`config.mk`:
```
export PLATFORM = sky130hd
export DESIGN_NAME = decode_stage_flat
export DESIGN_NICKNAME = d
export VERILOG_FILES = /design/src/rtl/decode_stage_if.sv /design/src/rtl/decode_stage.sv /design/src/flat_wrapper.sv
export SDC_FILE = /design/constraint.sdc
export NUM_CORES = 1
export LEC_CHECK = 0
export CORE_UTILIZATION = 40
export DETAILED_ROUTE_END_ITERATION = 10
export PLACE_DENSITY = 0.85
export SYNTH_ARGS = -nofsm -noshare
export SYNTH_HDL_FRONTEND = slang
export SYNTH_SLANG_ARGS = --single-unit
```
`constraint.sdc`:
```
create_clock -name clk -period 1.94 [get_ports clk]
set_input_delay 0.194 -clock clk [delete_from_list [all_inputs] [get_ports clk]]
set_output_delay 0.194 -clock clk [all_outputs]
set_load 0.02 [all_outputs]
```
`src/rtl/decode_stage_if.sv`:
```
// decode_stage_if: bundles the fetch-side and execute-side handshakes of the decode stage.
//   Fetch side  : in_valid, in_ready, instr, pc_in, flush
//   Execute side: out_valid, out_ready, instructions, rs1/rs2/rd_addr, imm, PC, illegal,
//                 dec_count
// Modports: slave  = decoder view (drives outputs, samples inputs)
//           master = surrounding pipeline view
interface decode_stage_if #(
    parameter int unsigned OPW = 47
);
    logic           in_valid;
    logic           in_ready;
    logic [31:0]    instr;
    logic [31:0]    pc_in;
    logic           flush;
    logic           out_valid;
    logic           out_ready;
    logic [OPW-1:0] instructions;
    logic [4:0]     rs1_addr;
    logic [4:0]     rs2_addr;
    logic [4:0]     rd_addr;
    logic [31:0]    imm;
    logic [31:0]    PC;
    logic           illegal;
    logic [31:0]    dec_count;

    modport slave (
        input  in_valid, instr, pc_in, flush, out_ready,
        output in_ready, out_valid, instructions, rs1_addr, rs2_addr, rd_addr, imm, PC,
               illegal, dec_count
    );

    modport master (
        output in_valid, instr, pc_in, flush, out_ready,
        input  in_ready, out_valid, instructions, rs1_addr, rs2_addr, rd_addr, imm, PC,
               illegal, dec_count
    );
endinterface

```
`src/rtl/decode_stage.sv`:
```
// decode_stage: RV32I(+M) instruction decoder with a single registered output stage.
// Ports:
//   clk  - clock, all state on the rising edge
//   rst  - synchronous active-high reset
//   bus  - decode_stage_if.slave: fetch handshake (in_valid/in_ready/instr/pc_in/flush) and
//          execute handshake (out_valid/out_ready) plus the decoded bundle
//          (instructions one-hot, register indices, imm, PC, illegal) and dec_count.
// Optional feature: define DECODE_RV32M_EN to decode the RV32M ops (one-hot bits 37-44);
// otherwise those words decode as illegal.
module decode_stage #(
    parameter int unsigned OPW = 47
) (
    input logic           clk,
    input logic           rst,
    decode_stage_if.slave bus
);
    typedef enum logic [2:0] {FmtR, FmtI, FmtS, FmtB, FmtU, FmtJ} fmt_e;

    logic [6:0]  opcode;
    logic [2:0]  funct3;
    logic [6:0]  funct7;
    logic [46:0] op;
    fmt_e        fmt;
    logic [31:0] imm_dec;

    assign opcode = bus.instr[6:0];
    assign funct3 = bus.instr[14:12];
    assign funct7 = bus.instr[31:25];

    // Combinational decode of the incoming word into the 47-entry one-hot map.
    always_comb begin
        op  = '0;
        fmt = FmtR;
        case (opcode)
            7'h33: begin
                fmt = FmtR;
                if (funct7 == 7'h00) begin
                    case (funct3)
                        3'd0: op[0] = 1'b1;
                        3'd1: op[2] = 1'b1;
                        3'd2: op[3] = 1'b1;
                        3'd3: op[4] = 1'b1;
                        3'd4: op[5] = 1'b1;
                        3'd5: op[6] = 1'b1;
                        3'd6: op[8] = 1'b1;
                        default: op[9] = 1'b1;
                    endcase
                end else if (funct7 == 7'h20) begin
                    if (funct3 == 3'd0) op[1] = 1'b1;
                    if (funct3 == 3'd5) op[7] = 1'b1;
                end
`ifdef DECODE_RV32M_EN
                else if (funct7 == 7'h01) begin
                    op[6'd37 + {3'd0, funct3}] = 1'b1;
                end
`endif
            end
            7'h13: begin
                fmt = FmtI;
                case (funct3)
                    3'd0: op[10] = 1'b1;
                    3'd2: op[11] = 1'b1;
                    3'd3: op[12] = 1'b1;
                    3'd4: op[13] = 1'b1;
                    3'd6: op[14] = 1'b1;
                    3'd7: op[15] = 1'b1;
                    // Shift-immediates: funct7 must be exactly 0x00 / 0x20.
                    3'd1: op[16] = (funct7 == 7'h00);
                    default: begin
                        op[17] = (funct7 == 7'h00);
                        op[18] = (funct7 == 7'h20);
                    end
                endcase
            end
            7'h03: begin
                fmt = FmtI;
                case (funct3)
                    3'd0: op[19] = 1'b1;
                    3'd1: op[20] = 1'b1;
                    3'd2: op[21] = 1'b1;
                    3'd4: op[22] = 1'b1;
                    3'd5: op[23] = 1'b1;
                    default: ;
                endcase
            end
            7'h23: begin
                fmt = FmtS;
                case (funct3)
                    3'd0: op[24] = 1'b1;
                    3'd1: op[25] = 1'b1;
                    3'd2: op[26] = 1'b1;
                    default: ;
                endcase
            end
            7'h63: begin
                fmt = FmtB;
                case (funct3)
                    3'd0: op[27] = 1'b1;
                    3'd1: op[28] = 1'b1;
                    3'd4: op[29] = 1'b1;
                    3'd5: op[30] = 1'b1;
                    3'd6: op[31] = 1'b1;
                    3'd7: op[32] = 1'b1;
                    default: ;
                endcase
            end
            7'h6f: begin
                fmt    = FmtJ;
                op[33] = 1'b1;
            end
            7'h67: begin
                fmt    = FmtI;
                op[34] = (funct3 == 3'd0);
            end
            7'h37: begin
                fmt    = FmtU;
                op[35] = 1'b1;
            end
            7'h17: begin
                fmt    = FmtU;
                op[36] = 1'b1;
            end
            7'h0f: begin
                fmt    = FmtI;
                op[45] = (funct3 == 3'd0);
            end
            7'h73: begin
                fmt    = FmtI;
                op[46] = (bus.instr[31:7] == 25'd0) || (bus.instr[31:7] == 25'h2000);
            end
            default: ;
        endcase
    end

    always_comb begin
        imm_dec = '0;
        if (op != '0) begin
            unique case (fmt)
                FmtI: imm_dec = {{20{bus.instr[31]}}, bus.instr[31:20]};
                FmtS: imm_dec = {{20{bus.instr[31]}}, bus.instr[31:25], bus.instr[11:7]};
                FmtB: imm_dec = {{19{bus.instr[31]}}, bus.instr[31], bus.instr[7],
                                 bus.instr[30:25], bus.instr[11:8], 1'b0};
                FmtU: imm_dec = {bus.instr[31:12], 12'd0};
                FmtJ: imm_dec = {{11{bus.instr[31]}}, bus.instr[31], bus.instr[19:12],
                                 bus.instr[20], bus.instr[30:21], 1'b0};
                default: imm_dec = '0;
            endcase
        end
    end

    // Output register stage and handshake.
    logic           out_valid_q, out_valid_d;
    logic [OPW-1:0] instructions_q, instructions_d;
    logic [4:0]     rs1_q, rs2_q, rd_q;
    logic [31:0]    imm_q, pc_q;
    logic           illegal_q, illegal_d;
    logic [31:0]    dec_count_q, dec_count_d;
    logic           in_ready;
    logic           load;

    assign in_ready = !out_valid_q || bus.out_ready;
    // A word presented during flush is dropped.
    assign load     = bus.in_valid && in_ready && !bus.flush;

    always_comb begin
        instructions_d = OPW'(op);
        illegal_d      = (op == '0);
        out_valid_d    = out_valid_q;
        if (bus.flush) begin
            out_valid_d = 1'b0;
        end else if (load) begin
            out_valid_d = 1'b1;
        end else if (bus.out_ready) begin
            out_valid_d = 1'b0;
        end
        dec_count_d = dec_count_q;
        if (out_valid_q && bus.out_ready && !bus.flush) begin
            dec_count_d = dec_count_q + 32'd1;
        end
    end

    always_ff @(posedge clk) begin
        if (rst) begin
            out_valid_q    <= 1'b0;
            instructions_q <= '0;
            rs1_q          <= '0;
            rs2_q          <= '0;
            rd_q           <= '0;
            imm_q          <= '0;
            pc_q           <= '0;
            illegal_q      <= 1'b0;
            dec_count_q    <= '0;
        end else begin
            out_valid_q <= out_valid_d;
            dec_count_q <= dec_count_d;
            if (load) begin
                instructions_q <= instructions_d;
                rs1_q          <= bus.instr[19:15];
                rs2_q          <= bus.instr[24:20];
                rd_q           <= bus.instr[11:7];
                imm_q          <= imm_dec;
                pc_q           <= bus.pc_in;
                illegal_q      <= illegal_d;
            end
        end
    end

    assign bus.in_ready     = in_ready;
    assign bus.out_valid    = out_valid_q;
    assign bus.instructions = instructions_q;
    assign bus.rs1_addr     = rs1_q;
    assign bus.rs2_addr     = rs2_q;
    assign bus.rd_addr      = rd_q;
    assign bus.imm          = imm_q;
    assign bus.PC           = pc_q;
    assign bus.illegal      = illegal_q;
    assign bus.dec_count    = dec_count_q;
endmodule
```
`src/flat_wrapper.sv`:
```
// flat-port wrapper written by rule: the top's interface ports become plain ports
module decode_stage_flat 
#(
    parameter int unsigned OPW = 47
)
  (clk, rst, bus_in_valid, bus_instr, bus_pc_in, bus_flush, bus_out_ready, bus_in_ready, bus_out_valid, bus_instructions, bus_rs1_addr, bus_rs2_addr, bus_rd_addr, bus_imm, bus_PC, bus_illegal, bus_dec_count);
  decode_stage_if #(.OPW(OPW)) bus_i ();
  input logic clk;
  input logic rst;
  input wire logic [$bits(bus_i.in_valid)-1:0] bus_in_valid;
  input wire logic [$bits(bus_i.instr)-1:0] bus_instr;
  input wire logic [$bits(bus_i.pc_in)-1:0] bus_pc_in;
  input wire logic [$bits(bus_i.flush)-1:0] bus_flush;
  input wire logic [$bits(bus_i.out_ready)-1:0] bus_out_ready;
  output wire logic [$bits(bus_i.in_ready)-1:0] bus_in_ready;
  output wire logic [$bits(bus_i.out_valid)-1:0] bus_out_valid;
  output wire logic [$bits(bus_i.instructions)-1:0] bus_instructions;
  output wire logic [$bits(bus_i.rs1_addr)-1:0] bus_rs1_addr;
  output wire logic [$bits(bus_i.rs2_addr)-1:0] bus_rs2_addr;
  output wire logic [$bits(bus_i.rd_addr)-1:0] bus_rd_addr;
  output wire logic [$bits(bus_i.imm)-1:0] bus_imm;
  output wire logic [$bits(bus_i.PC)-1:0] bus_PC;
  output wire logic [$bits(bus_i.illegal)-1:0] bus_illegal;
  output wire logic [$bits(bus_i.dec_count)-1:0] bus_dec_count;
  assign bus_i.in_valid = bus_in_valid;
  assign bus_i.instr = bus_instr;
  assign bus_i.pc_in = bus_pc_in;
  assign bus_i.flush = bus_flush;
  assign bus_i.out_ready = bus_out_ready;
  assign bus_in_ready = bus_i.in_ready;
  assign bus_out_valid = bus_i.out_valid;
  assign bus_instructions = bus_i.instructions;
  assign bus_rs1_addr = bus_i.rs1_addr;
  assign bus_rs2_addr = bus_i.rs2_addr;
  assign bus_rd_addr = bus_i.rd_addr;
  assign bus_imm = bus_i.imm;
  assign bus_PC = bus_i.PC;
  assign bus_illegal = bus_i.illegal;
  assign bus_dec_count = bus_i.dec_count;
  decode_stage #(.OPW(OPW)) u_core (.clk(clk), .rst(rst), .bus(bus_i));
endmodule
```
==> metrics.txt <==
status=finished with violations; failing checks=negative setup slack; top-area cell type share of the netlist area=0.493; die area=0.0159 sq mm; CP startpoint=bus_instr[10]; critical path fanouts, max=7; worst r2r dst=u_core.bus.imm[21]$_SDFFE_PP0P_; first-pass GRT wire length=31.8 mm; Peak Freq=0.492 GHz; met2 Usage GRT=0.418; number of top-level pins=230; drt total wl=20.7 mm; Worst R2R Start=u_core.bus.out_valid$_SDFFE_PP0P_; Yosys cell types=52; required arrival time at the worst endpoint=2.28 ns; global routing's busiest layer=met2; Register Area=0.00305 sq mm; Sum Neg Setup Slack=-1.35 ns; ANT cells=0; Synth area leader=dfxtp_1; register bit total from synthesis=152; predominant post-synthesis flop cell=dfxtp_1; cell count of the worst hold path=2; critical path arrival=2.37 ns; final net count=1132; CTS tree=yes; Min-Delay Path Class=in -> reg; EDFF count, synth=0; Critical Path Start Type=input port; LEAKAGE=3.82 nW; multiplexer share of the synthesized area=0; Hold Buf Count CTS=0; clk_lat worst skew=0.42 ns; cell area after synthesis=0.00617 sq mm; met1 Resource Use GR=0.307; R2R depth=7; Starting Density=0.407; via count=6630; Final setup viols=25; RSZ-0062 raised after global routing=true; Avg Vias per Cell=5.25; Pre-antenna DRT Iters=4; setup slack, reg-to-reg=0.08 ns; worst slack, placed=-0.664 ns; commonest cells in the synthesized netlist=dfxtp_1, nand2_1, a21oi_1; Synth Area in XOR/XNOR=0.0369; Synth-to-Final Area Change=63.9%; synthesized area per cell=8.24 sq um; Peak VDD IR=0.000616 V; DRC=0; Layout Skew=0.00542 ns; # H-tree levels=4; hold endpoint=u_core.bus.imm[10]$_SDFFE_PP0P_; Reg clk slew, reported paths=0.06 ns; routability-driven placement congestion ratio=0.943; Post-DP HPWL=14.5 mm; multi-input logic area=0.00306 sq mm; largest net degree at the start of global routing=77; GRT met3 Usage=0.0722; post-synthesis simple-gate area fraction=0.252; CP Capture Type=flip-flop; Ys Warns=0; final worst setup slack=-0.0913 ns; vias in the first global route=6427; FP Rows=45; CTS buffer count=17; Final period util=1.05; GRT Residual Overflow=0; max_cap viols=0; wire per inst=16.4 um; pwr/cell area=696 mW/mm^2; largest cells by area after synthesis=dfxtp_1, nand2_1, a21oi_1, nor2_1, a22oi_1; Root Buffer=clkbuf_16; hold path startpoint=bus_instr[30]; largest family of logic cells by synthesized area=simple AND/OR/NAND/NOR gates; Die Ht=126 um; Die W=126 um; final core utilization=0.668; antenna violations before repair=0; GR Util All Layers=0.254; Crit Path Class=in -> reg; Post-Synth Adder-Cell Area=0.00365; Tmin final=2.03 ns; worst relative slew slack=0.643; Worst Tran Pin Value=0.531 ns; Slew Limit Fails=0; Final Hold Viols=0; Port-buffer cells=221; count leader, synth=dfxtp_1; DR iter-0 viols=390; register area share after synthesis=0.493; CTS Sinks=152; Hold WS=0.0932 ns; Post-synth ARST share=0; post-route ant nets=0; CTS Buffer Depth=2; Core Box Area=0.0151 sq mm; layout cells sized above 1=0.205; Syn Inst Count=749; fillers=1194; Synth Area in Compound Gates=0.164
==> registers in the layout (all words and copies together) (netlist names) <==
signal,cells
u_core.bus.rs2_addr,5
u_core.bus.rd_addr,5
u_core.bus.PC,32
u_core.bus.dec_count,32
u_core.bus.illegal,1
u_core.bus.out_valid,1
u_core.bus.rs1_addr,5
u_core.bus.instructions,39
u_core.bus.imm,32
==> worst max-delay path, stage by stage <==
cell and delay (ns):
clkdlybuf4s50_1 0.46, nor3b_2 0.17, nand4_1 0.20, nor4_4 0.29, nor4_2 0.09, or4_4 0.62
buf_12 0.19, o21ai_1 0.14
==> metal layers <==
metal | vias up | share of wire
met5 | - | 0
li1 | 3179 | -
met3 | 49 | 0.073
met4 | 0 | 0.029
met2 | 254 | 0.47
met1 | 3148 | 0.43
==> cells by family (layout without fill, tap and decap cells) <==
family | after synthesis | after routing
AND/OR/NAND/NOR | 327 | 327
AO/OA/AOI/OAI | 173 | 173
flip-flops | 152 | 152
buffers and inverters | 68 | 386
XOR/XNOR | 26 | 26
adder cells (fa/ha/maj) | 2 | 2
other | 1 | 8
==> repair_timing <==
action                                  in CTS  in global routing
cloned                                       2                  1
buffers inserted                             3                  7
resized for setup                           34                 80
endpoints found under the setup margin      33                 83
pin swaps                                    1                 35
==> power breakdown <==
group	internal [mW]	switching [mW]
clock network	1.79	1.30
logic	0.359	0.401
registers	3.17	0.0242
total	5.32	1.72
==> placed cells by master, fill, tap and decap left out, types with 4 or more instances in the layout <==
master / synthesis / layout
clkinv_2: 0 / 4
or3_1: 11 / 11
dlygate4sd2_1: 0 / 12
clkbuf_16: 0 / 18
nand2b_1: 4 / 4
and4_1: 5 / 5
conb_1: 1 / 8
o21ai_0: 12 / 7
nand4_1: 11 / 11
a22oi_1: 28 / 28
nand2_1: 149 / 147
o21ai_2: 0 / 20
a22o_1: 7 / 7
nand3_1: 14 / 14
buf_4: 8 / 116
clkdlybuf4s50_1: 0 / 189
inv_1: 11 / 11
buf_12: 0 / 4
and3_1: 5 / 5
nor3b_1: 7 / 4
xnor2_1: 10 / 10
dfxtp_2: 0 / 4
nor4_4: 1 / 5
dlymetal6s2s_1: 0 / 5
o22ai_1: 5 / 5
clkbuf_2: 0 / 12
xor2_1: 16 / 16
o21ai_1: 20 / 4
nand3b_1: 5 / 5
dfxtp_1: 152 / 148
a21oi_1: 89 / 89
nor3_1: 10 / 8
nor2_1: 80 / 78
==> area by class of cell <==
class,instances,share of cell area
multi-input combinational,536,0.302
tap,188,0.0233
clock inverter,11,0.00977
clock buffer,20,0.0442
timing repair buffer,344,0.315
inverter,11,0.00408
sequential,152,0.301
==> per-stage QoR <==
step | std cells | total power, mW | cell area (sq um)
6_report | 1262 | 7.04 | 10100
5_1_grt | 1262 | 7.28 | 10100
4_1_cts | 1254 | 7.08 | 9940
3_5_place_dp | 1218 | 4.01 | 9290
3_3_place_gp | 1218 | 4.00 | 9290
2_1_floorplan | 756 | 3.58 | 6260
==> worst max-delay path by stage <==
stage	to	depth (start not counted)	slack, ns
detailed placement	u_core.bus.imm[24]$_SDFFE_PP0P_	9	-0.66
global route	u_core.bus.imm[23]$_SDFFE_PP0P_	8	-0.14
floorplan	u_core.bus.imm[12]$_SDFFE_PP0P_	7	-0.02
CTS	u_core.bus.imm[29]$_SDFFE_PP0P_	7	-0.09
finish	u_core.bus.imm[21]$_SDFFE_PP0P_	8	-0.09
global placement	u_core.bus.imm[25]$_SDFFE_PP0P_	9	-0.58
(Power assumes the default switching activity.)
